### src/rtl/pwm_audio_agc.sv
// pwm_audio_agc: audio PWM output stage with shift gain (manual or AGC), saturation and boundary-latched duty
//   clk          system clock
//   RST          asynchronous reset, active high
//   sample_in    unsigned demodulated sample, valid with sample_tick
//   sample_tick  one-cycle strobe capturing sample_in
//   agc_en       1 = automatic gain, 0 = gain_man
//   gain_man     manual gain shift, clamped to SHIFT_MAX
//   pwm_out      registered PWM pin
//   gain_cur     gain shift currently applied
//   clip         one-cycle pulse when the latched duty saturated
//   period_start one-cycle pulse on the count==0 cycle
module pwm_audio_agc #(
  parameter int IN_W        = 16,
  parameter int PWM_BITS    = 8,
  parameter int SHIFT_MAX   = 7,
  parameter int HEADROOM    = 1,
  parameter int DECAY_SHIFT = 10,
  parameter int AGC_UPD     = 4,
  localparam int GW         = $clog2(SHIFT_MAX + 1)
) (
  input  logic            clk,
  input  logic            RST,
  input  logic [IN_W-1:0] sample_in,
  input  logic            sample_tick,
  input  logic            agc_en,
  input  logic [GW-1:0]   gain_man,
  output logic            pwm_out,
  output logic [GW-1:0]   gain_cur,
  output logic            clip,
  output logic            period_start
);
  localparam int UW = $clog2(AGC_UPD + 1);
  logic [PWM_BITS-1:0] r_count;
  logic [PWM_BITS-1:0] r_duty;
  logic [IN_W-1:0]     r_sample;
  logic [IN_W-1:0]     r_peak;
  logic [GW-1:0]       r_gain;
  logic [UW-1:0]       r_upd;
  logic                r_pwm;
  logic                r_clip;
  logic                r_ps;
  logic                w_wrap;
  logic [IN_W-1:0]     w_scaled;
  logic                w_sat;
  logic [PWM_BITS-1:0] w_duty_nxt;
  logic [GW-1:0]       w_gman;
  logic [GW-1:0]       w_tgt;
  logic                w_attack;
  logic                w_release;
  logic [GW-1:0]       w_gain_nxt;
  int                  w_lz;
  function automatic int lead_zeros(input logic [IN_W-1:0] v);
    lead_zeros = IN_W;
    for (int i = 0; i < IN_W; i++)
      if (v[i]) lead_zeros = IN_W - 1 - i;
  endfunction
  assign w_wrap     = &r_count;
  assign w_scaled   = r_sample << r_gain;
  // any bit shifted out of the top means the scaled sample no longer fits
  assign w_sat      = |(r_sample & ~({IN_W{1'b1}} >> r_gain));
  assign w_duty_nxt = w_sat ? '1 : w_scaled[IN_W-1 -: PWM_BITS];
  assign w_gman     = (int'(gain_man) > SHIFT_MAX) ? GW'(SHIFT_MAX) : gain_man;
  assign w_lz       = lead_zeros(r_peak);
  always_comb begin
    w_tgt = '0;
    if (w_lz - HEADROOM > SHIFT_MAX) w_tgt = GW'(SHIFT_MAX);
    else if (w_lz > HEADROOM) w_tgt = GW'(w_lz - HEADROOM);
  end
  assign w_attack   = agc_en & (w_tgt < r_gain);
  assign w_release  = agc_en & (w_tgt > r_gain) & (int'(r_upd) >= AGC_UPD);
  assign w_gain_nxt = !agc_en ? w_gman : w_attack ? w_tgt : w_release ? r_gain + 1'b1 : r_gain;
  always_ff @(posedge clk or posedge RST) begin
    if (RST) begin
      r_count  <= '0;
      r_duty   <= '0;
      r_sample <= '0;
      r_peak   <= '0;
      r_gain   <= '0;
      r_upd    <= '0;
      r_pwm    <= 1'b0;
      r_clip   <= 1'b0;
      r_ps     <= 1'b0;
    end else begin
      r_count <= r_count + 1'b1;
      r_pwm   <= r_count < r_duty;
      r_ps    <= w_wrap;
      r_clip  <= w_wrap & w_sat;
      if (sample_tick) begin
        r_sample <= sample_in;
        r_peak   <= (sample_in > r_peak) ? sample_in : r_peak - (r_peak >> DECAY_SHIFT);
      end
      if (w_wrap) begin
        r_duty <= w_duty_nxt;
        r_gain <= w_gain_nxt;
      end
      // a gain step at the wrap restarts the release hold-off, overriding this cycle's tick
      r_upd <= (w_wrap & (w_attack | w_release)) ? '0 :
               (sample_tick && int'(r_upd) < AGC_UPD) ? r_upd + 1'b1 : r_upd;
    end
  end
  assign pwm_out      = r_pwm;
  assign gain_cur     = r_gain;
  assign clip         = r_clip;
  assign period_start = r_ps;
endmodule

### config.mk
export PLATFORM = sky130hd
export DESIGN_NAME = pwm_audio_agc
export DESIGN_NICKNAME = d
export VERILOG_FILES = /design/src/rtl/pwm_audio_agc.sv
export SDC_FILE = /design/constraint.sdc
export NUM_CORES = 1
export LEC_CHECK = 0
export CAP_MARGIN = 40
export CORE_ASPECT_RATIO = 0.8
export CORE_MARGIN = 10
export CORE_UTILIZATION = 64
export CTS_CLUSTER_SIZE = 10
export DETAILED_ROUTE_END_ITERATION = 7
export PLACE_DENSITY = 0.86
export REMOVE_ABC_BUFFERS = 1
export SYNTH_ARGS = -nofsm -noshare
export SYNTH_HDL_FRONTEND = slang
export SYNTH_SLANG_ARGS = --single-unit
### constraint.sdc
create_clock -name clk -period 8.9 [get_ports clk]
set_input_delay 1.78 -clock clk [delete_from_list [all_inputs] [get_ports clk]]
set_output_delay 1.78 -clock clk [all_outputs]
set_load 0.05 [all_outputs]
; ---- After elaboration in Yosys (flattened, before gate mapping)
; Index checks and enable logic that the tools add are counted.
; W data, S select, Z words.
[classes]
addsub = 5
magnitude_cmp = 8
eq_ne = 1
n_shift = 2
mux = 25
n_bitwise = 8
reduce_logical = 5
[ops]
columns = cell, n
row1 = $mux W32, 14
row2 = $gt A32 B2 Y1 const B, 1
row3 = $gt A32 B4 Y1 const B, 1
row4 = $sub A32 B2 Y32 const B, 1
row5 = $mux W3, 7
row6 = $and A16 B16 Y16, 1
row7 = $gt A16 B16 Y1, 1
row8 = $mux W16, 1
row9 = $not A16 Y16, 1
row10 = $reduce_or A16 Y1, 1
row11 = $shl A16 B3 Y16, 1
row12 = $shr A16 B3 Y16 const A, 1
row13 = $sub A16 B6 Y16, 1
row14 = $mux W5, 2
row15 = $reduce_and A9 Y1, 1
row16 = $add A8 B1 Y8 const B, 1
row17 = $lt A8 B8 Y1, 1
row18 = $mux W8, 1
row19 = $reduce_and A8 Y1, 1
row20 = $add A3 B1 Y3 const B, 2
row21 = $and A1 B1 Y1, 5
row22 = $ge A3 B3 Y1 const B, 1
row23 = $gt A3 B3 Y1, 1
row24 = $lt A3 B3 Y1, 1
row25 = 5 further kinds, 5
[word_totals]
register_bits = 57
input_bits = 23
output_inout_bits = 6
word_cells = 63

; ---- Longest topological paths before layout
[depth]
word_depth = 25
ltp_mapped = 20
mapped_depth_nobuf = 20

; ---- Least setup slack after synthesis
; Ideal clock, no wire load.
[synth_path]
kind = reg2reg
startpoint = register r_peak[2]
endpoint = register r_gain[1] (netlist: gain_cur[1])
setup_ns = 0.120
arrival_ns = 4.304
required_time_ns = 8.780
setup_slack_ns = 4.475
path_stages_with_launch = 19
synth_period_minus_slack_ns = 4.425
path_cell_list = dfrtp_1 > o311a_1 > o31ai_1 > a21oi_1 > ha_1 > nor2b_1 > ha_1 > nand2_1 > or3_1 > a211oi_1 > a211o_1 > o21ai_1 > ha_1 > a21o_1 > a21oi_1 > a21oi_1 > a21oi_1 > mux2_2 > a41o_1
[synth_via]
elab_chain_len = 22
elab_cells_between_ends = 28
[synth_rtl]
columns = item, line
row1 = from (decl), 36  ; logic [IN_W-1:0] r_peak;
row2 = from (signal assigned), 90  ; r_peak <= (sample_in > r_peak) ? sample_in : r_peak - (r_peak >> DECAY_SHIFT);
row3 = $mux W32 * (14 in series), 55  ; if (v[i]) lead_zeros = IN_W - 1 - i;
row4 = $sub A32 B2 Y32 or $gt A32 B2 Y1 (tied branches), 67  ; else if (w_lz > HEADROOM) w_tgt = GW'(w_lz - HEADROOM);
row5 = $gt A32 B4 Y1 or $mux W3 (tied branches), "66, 67"
row6 = $mux W3 *, 66  ; if (w_lz - HEADROOM > SHIFT_MAX) w_tgt = GW'(SHIFT_MAX);
row7 = $gt A3 B3 Y1, 70  ; assign w_release = agc_en & (w_tgt > r_gain) & (int'(r_upd) >= AGC_UPD);
row8 = $and A1 B1 Y1 (2 in series), 70
row9 = $ne A3 B1 Y1 (no line), --
row10 = $reduce_and A9 Y1 (no line), --
row11 = to (signal assigned), 94  ; r_gain <= w_gain_nxt;
row12 = to (decl), 37  ; logic [GW-1:0] r_gain;
; Every way passes the cells marked *; elsewhere a longest branch is shown, timed or not.
; A chain may end at the register's enable or synchronous reset.

; ---- Worst setup path in the final report
[layout_path]
startpoint = register r_peak[11]
endpoint = register r_gain[1] (netlist: gain_cur[1])
[layout_via]
elab_chain_len = 13
elab_cells_between_ends = 19
[layout_rtl]
columns = item, line
row1 = $mux W32 * (5 in series), 55
row2 = $sub A32 B2 Y32 or $gt A32 B2 Y1 (tied branches), 67
row3 = $gt A32 B4 Y1 or $mux W3 (tied branches), "66, 67"
row4 = $mux W3 *, 66
row5 = $gt A3 B3 Y1, 70
row6 = $and A1 B1 Y1 (2 in series), 70
row7 = $ne A3 B1 Y1 (no line), --
row8 = $reduce_and A9 Y1 (no line), --
; Marked as above.

==> results.toml <==
[pwr]
pwr_density_cell_nw_per_um2 = 256.8
leakagePower_nw = 1.962
ir_drop_uv = 205.4
total_power_mw = 1.161

[cells_and_area]
final_util = 0.7488
num_antenna_cells = 0
drive_above_1_share = 0.08085
multiInputGateArea_um2 = 2447
syn_to_final_growth_pct = 10.73
nNetsFinal = 534
mostFrequentLayoutCell = "dfrtp_1"
nFillCells = 430
regArea_um2 = 1401
final_cell_mix = "56 x dfrtp_1, 42 x inv_1, 41 x ha_1"

[clock_tree]
cts.sinks = 56
cts_setup_buffers = 0
path_clk_slew_ps = 110
root_buffer = "clkbuf_8"
clock_latency_ps = 320
h-tree-depth = 2
cts_resized = 0
clockBufferDepth = 2
numCtsBuffers = 5
hold_buffers = 0
cts_tree = "done"

[setup_path]
path_max_fanout = 8
rr_worst_depth = 19
crit_type = "register to register"
crit_path_end_kind = "register"
start_kind = "register"
cp.required_ps = 9110
r2r_end = "gain_cur[1]"
reg2reg_slack_ps = 3760
reg2reg_from = "r_peak[11]"
cp_data_arrival_time_ps = 5350

[sta]
fin_crit_ps = 5144
fmax_mhz = 194.4
post-route-period-util = 0.5779
setup_viol = 0
worst_slew_pin_slew_ps = 729.0
setup-tns-final_ps = 0
skew_ps = 10.95
slew_headroom = 0.5140
rsz0062_at_grt = "false"
slew_violations = 0
setup_ws_ps = 3756
hold_violations = 0
whs_ps = 522.6

[detailed_routing]
vias = 3700
drt_wl_total_um = 10460
wire_per_inst_um = 18.98
drc_errors = 0
viasPerCell = 6.715
drt_iter0_markers = 400
final_antenna_net_count = 0
drt_pass1_iterations = 5

[synth]
yosysUniqueCellTypes = 60
yosysWarnings = 0
syn_avg_cell_area_um2 = 9.133
ys_ff_latch = 56
syn_area_um2 = 4083
synth_flop_cell = "dfrtp_1"
async_flop_share = 1.000
ys_seq_area_frac = 0.3432
synth_enable_flop_cells = 0
syn-instance-count = 447

[global_routing]
grt_pass1_vias = 3610
grt_usage = 0.2151
antenna_found_initial = 0
grt_start_max_net_pins = 57
grt_first_pass_wirelength_um = 17540
grt-ovfl-total = 0

[floorplanning]
fp.coreArea_um2 = 6037
die_height_um = 91.44
io_pins = 29
initial_core_util = 0.6763
die-area_um2 = 9994
rows = 25
die_w_um = 109.3

[worst_hold_path]
min_from = "r_count[6]"
min_path_type = "register to register"
min_to = "r_count[6]"
hold_path_depth = 1

[place]
io_buffers = 28
place_ws_ps = 3932
place.gp.congestion = 0.9513
dp.final_hpwl_um = 7934

[run_status]
status = "finished, final reports clean"

[run]
cap_violations = 0
==> Yosys cell counts, drive strengths merged (2+ instances only) <==
cell type,instances,area share
o21a,6,0.011
and2,4,0.0061
mux4,7,0.039
nor2b,4,0.0080
nor4,6,0.0092
nand3,22,0.027
or4,3,0.0055
mux2i,8,0.020
xnor2,6,0.013
a21o,4,0.0074
a2bb2oi,4,0.0086
xor2,3,0.0064
o31ai,5,0.013
o221ai,3,0.0064
nor3,7,0.0086
a31oi,7,0.012
a41o,2,0.0049
o211ai,7,0.013
dfrtp,56,0.34
buf,4,0.0049
o22ai,6,0.0092
nand4,3,0.0046
inv,43,0.040
mux2,12,0.033
nand2,35,0.033
nand2b,3,0.0046
clkbuf,14,0.013
a21oi,25,0.031
nor2,30,0.028
a211oi,7,0.013
or3,8,0.012
a22oi,8,0.015
ha,41,0.13
o21ai,25,0.031
==> where the power goes <==
group / switching [mW] / internal (mW) / total [mW]
registers: 0.0761 / 0.302 / 0.378
clock network: 0.0915 / 0.0553 / 0.147
logic: 0.366 / 0.270 / 0.636
total: 0.534 / 0.627 / 1.16
==> sequential cells by signal, indices dropped and copies added, names as in the netlist <==
signal,cells
r_count,8
period_start,1
r_sample,15
pwm_out,1
r_peak,16
gain_cur,3
r_duty,8
r_upd,3
clip,1
==> routing by layer <==
metal  track usage  vias up  part of all wire  routed length (um)
met4       0.06169        0             0.016                 163
met1        0.3095     1773              0.44                4605
met3       0.03602       19              0.10                1042
li1              -     1695                 -                   -
met5             0        -                 0                   0
met2        0.3219      213              0.44                4648
==> worst max-delay path, stage by stage (launching register included) <==
cell,delay [ps]
dfrtp_1,520
inv_1,220
o2111ai_1,200
o22ai_1,280
a21oi_1,130
ha_1,260
nor2b_1,150
ha_1,280
nand2_1,40
or3_1,300
a211oi_1,330
a211o_1,200
o21ai_1,100
ha_1,310
a21o_1,160
a21oi_1,480
a21oi_1,80
a21oi_1,390
mux2_2,380
a41o_1,210
==> how the worst max path moves through the flow <==
stage / cells past startpoint / from / slack [ps] / end
2_1_floorplan: 18 / r_peak[2] / 4470 / gain_cur[1]
3_3_place_gp: 18 / r_peak[2] / 4050 / gain_cur[2]
3_5_place_dp: 19 / r_peak[11] / 3930 / gain_cur[1]
4_1_cts: 19 / r_peak[11] / 3890 / gain_cur[1]
5_1_grt: 19 / r_peak[11] / 3400 / gain_cur[1]
6_report: 19 / r_peak[11] / 3760 / gain_cur[1]
==> final cells by class <==
type | count | area share
clock buffers | 5 | 0.01522
clock inverters | 3 | 0.004152
inverters | 43 | 0.03570
multi-input cells | 330 | 0.5414
flip-flops and latches | 56 | 0.3100
well taps | 81 | 0.02242
repair buffers | 33 | 0.07113
==> cell families (layout without fill, tap and decap cells) <==
family | count (synthesis) | after routing | share of synthesized area
adder cells (fa/ha/maj) | 42 | 42 | 0.1306
multiplexers | 27 | 27 | 0.09133
AND/OR/NAND/NOR | 129 | 129 | 0.1535
flip-flops | 56 | 56 | 0.3432
XOR/XNOR | 9 | 9 | 0.01931
AO/OA/AOI/OAI | 123 | 123 | 0.2047
buffers and inverters | 61 | 84 | 0.05731
==> stage by stage <==
| stage | cell area [um2] | cells |
|---|---|---|
| after global routing | 4521 | 551 |
| final | 4521 | 551 |
| after floorplan | 4010 | 429 |
| after global placement | 4422 | 542 |
| after detailed placement | 4433 | 543 |
| after CTS | 4521 | 551 |
(Power assumes the default switching activity.)
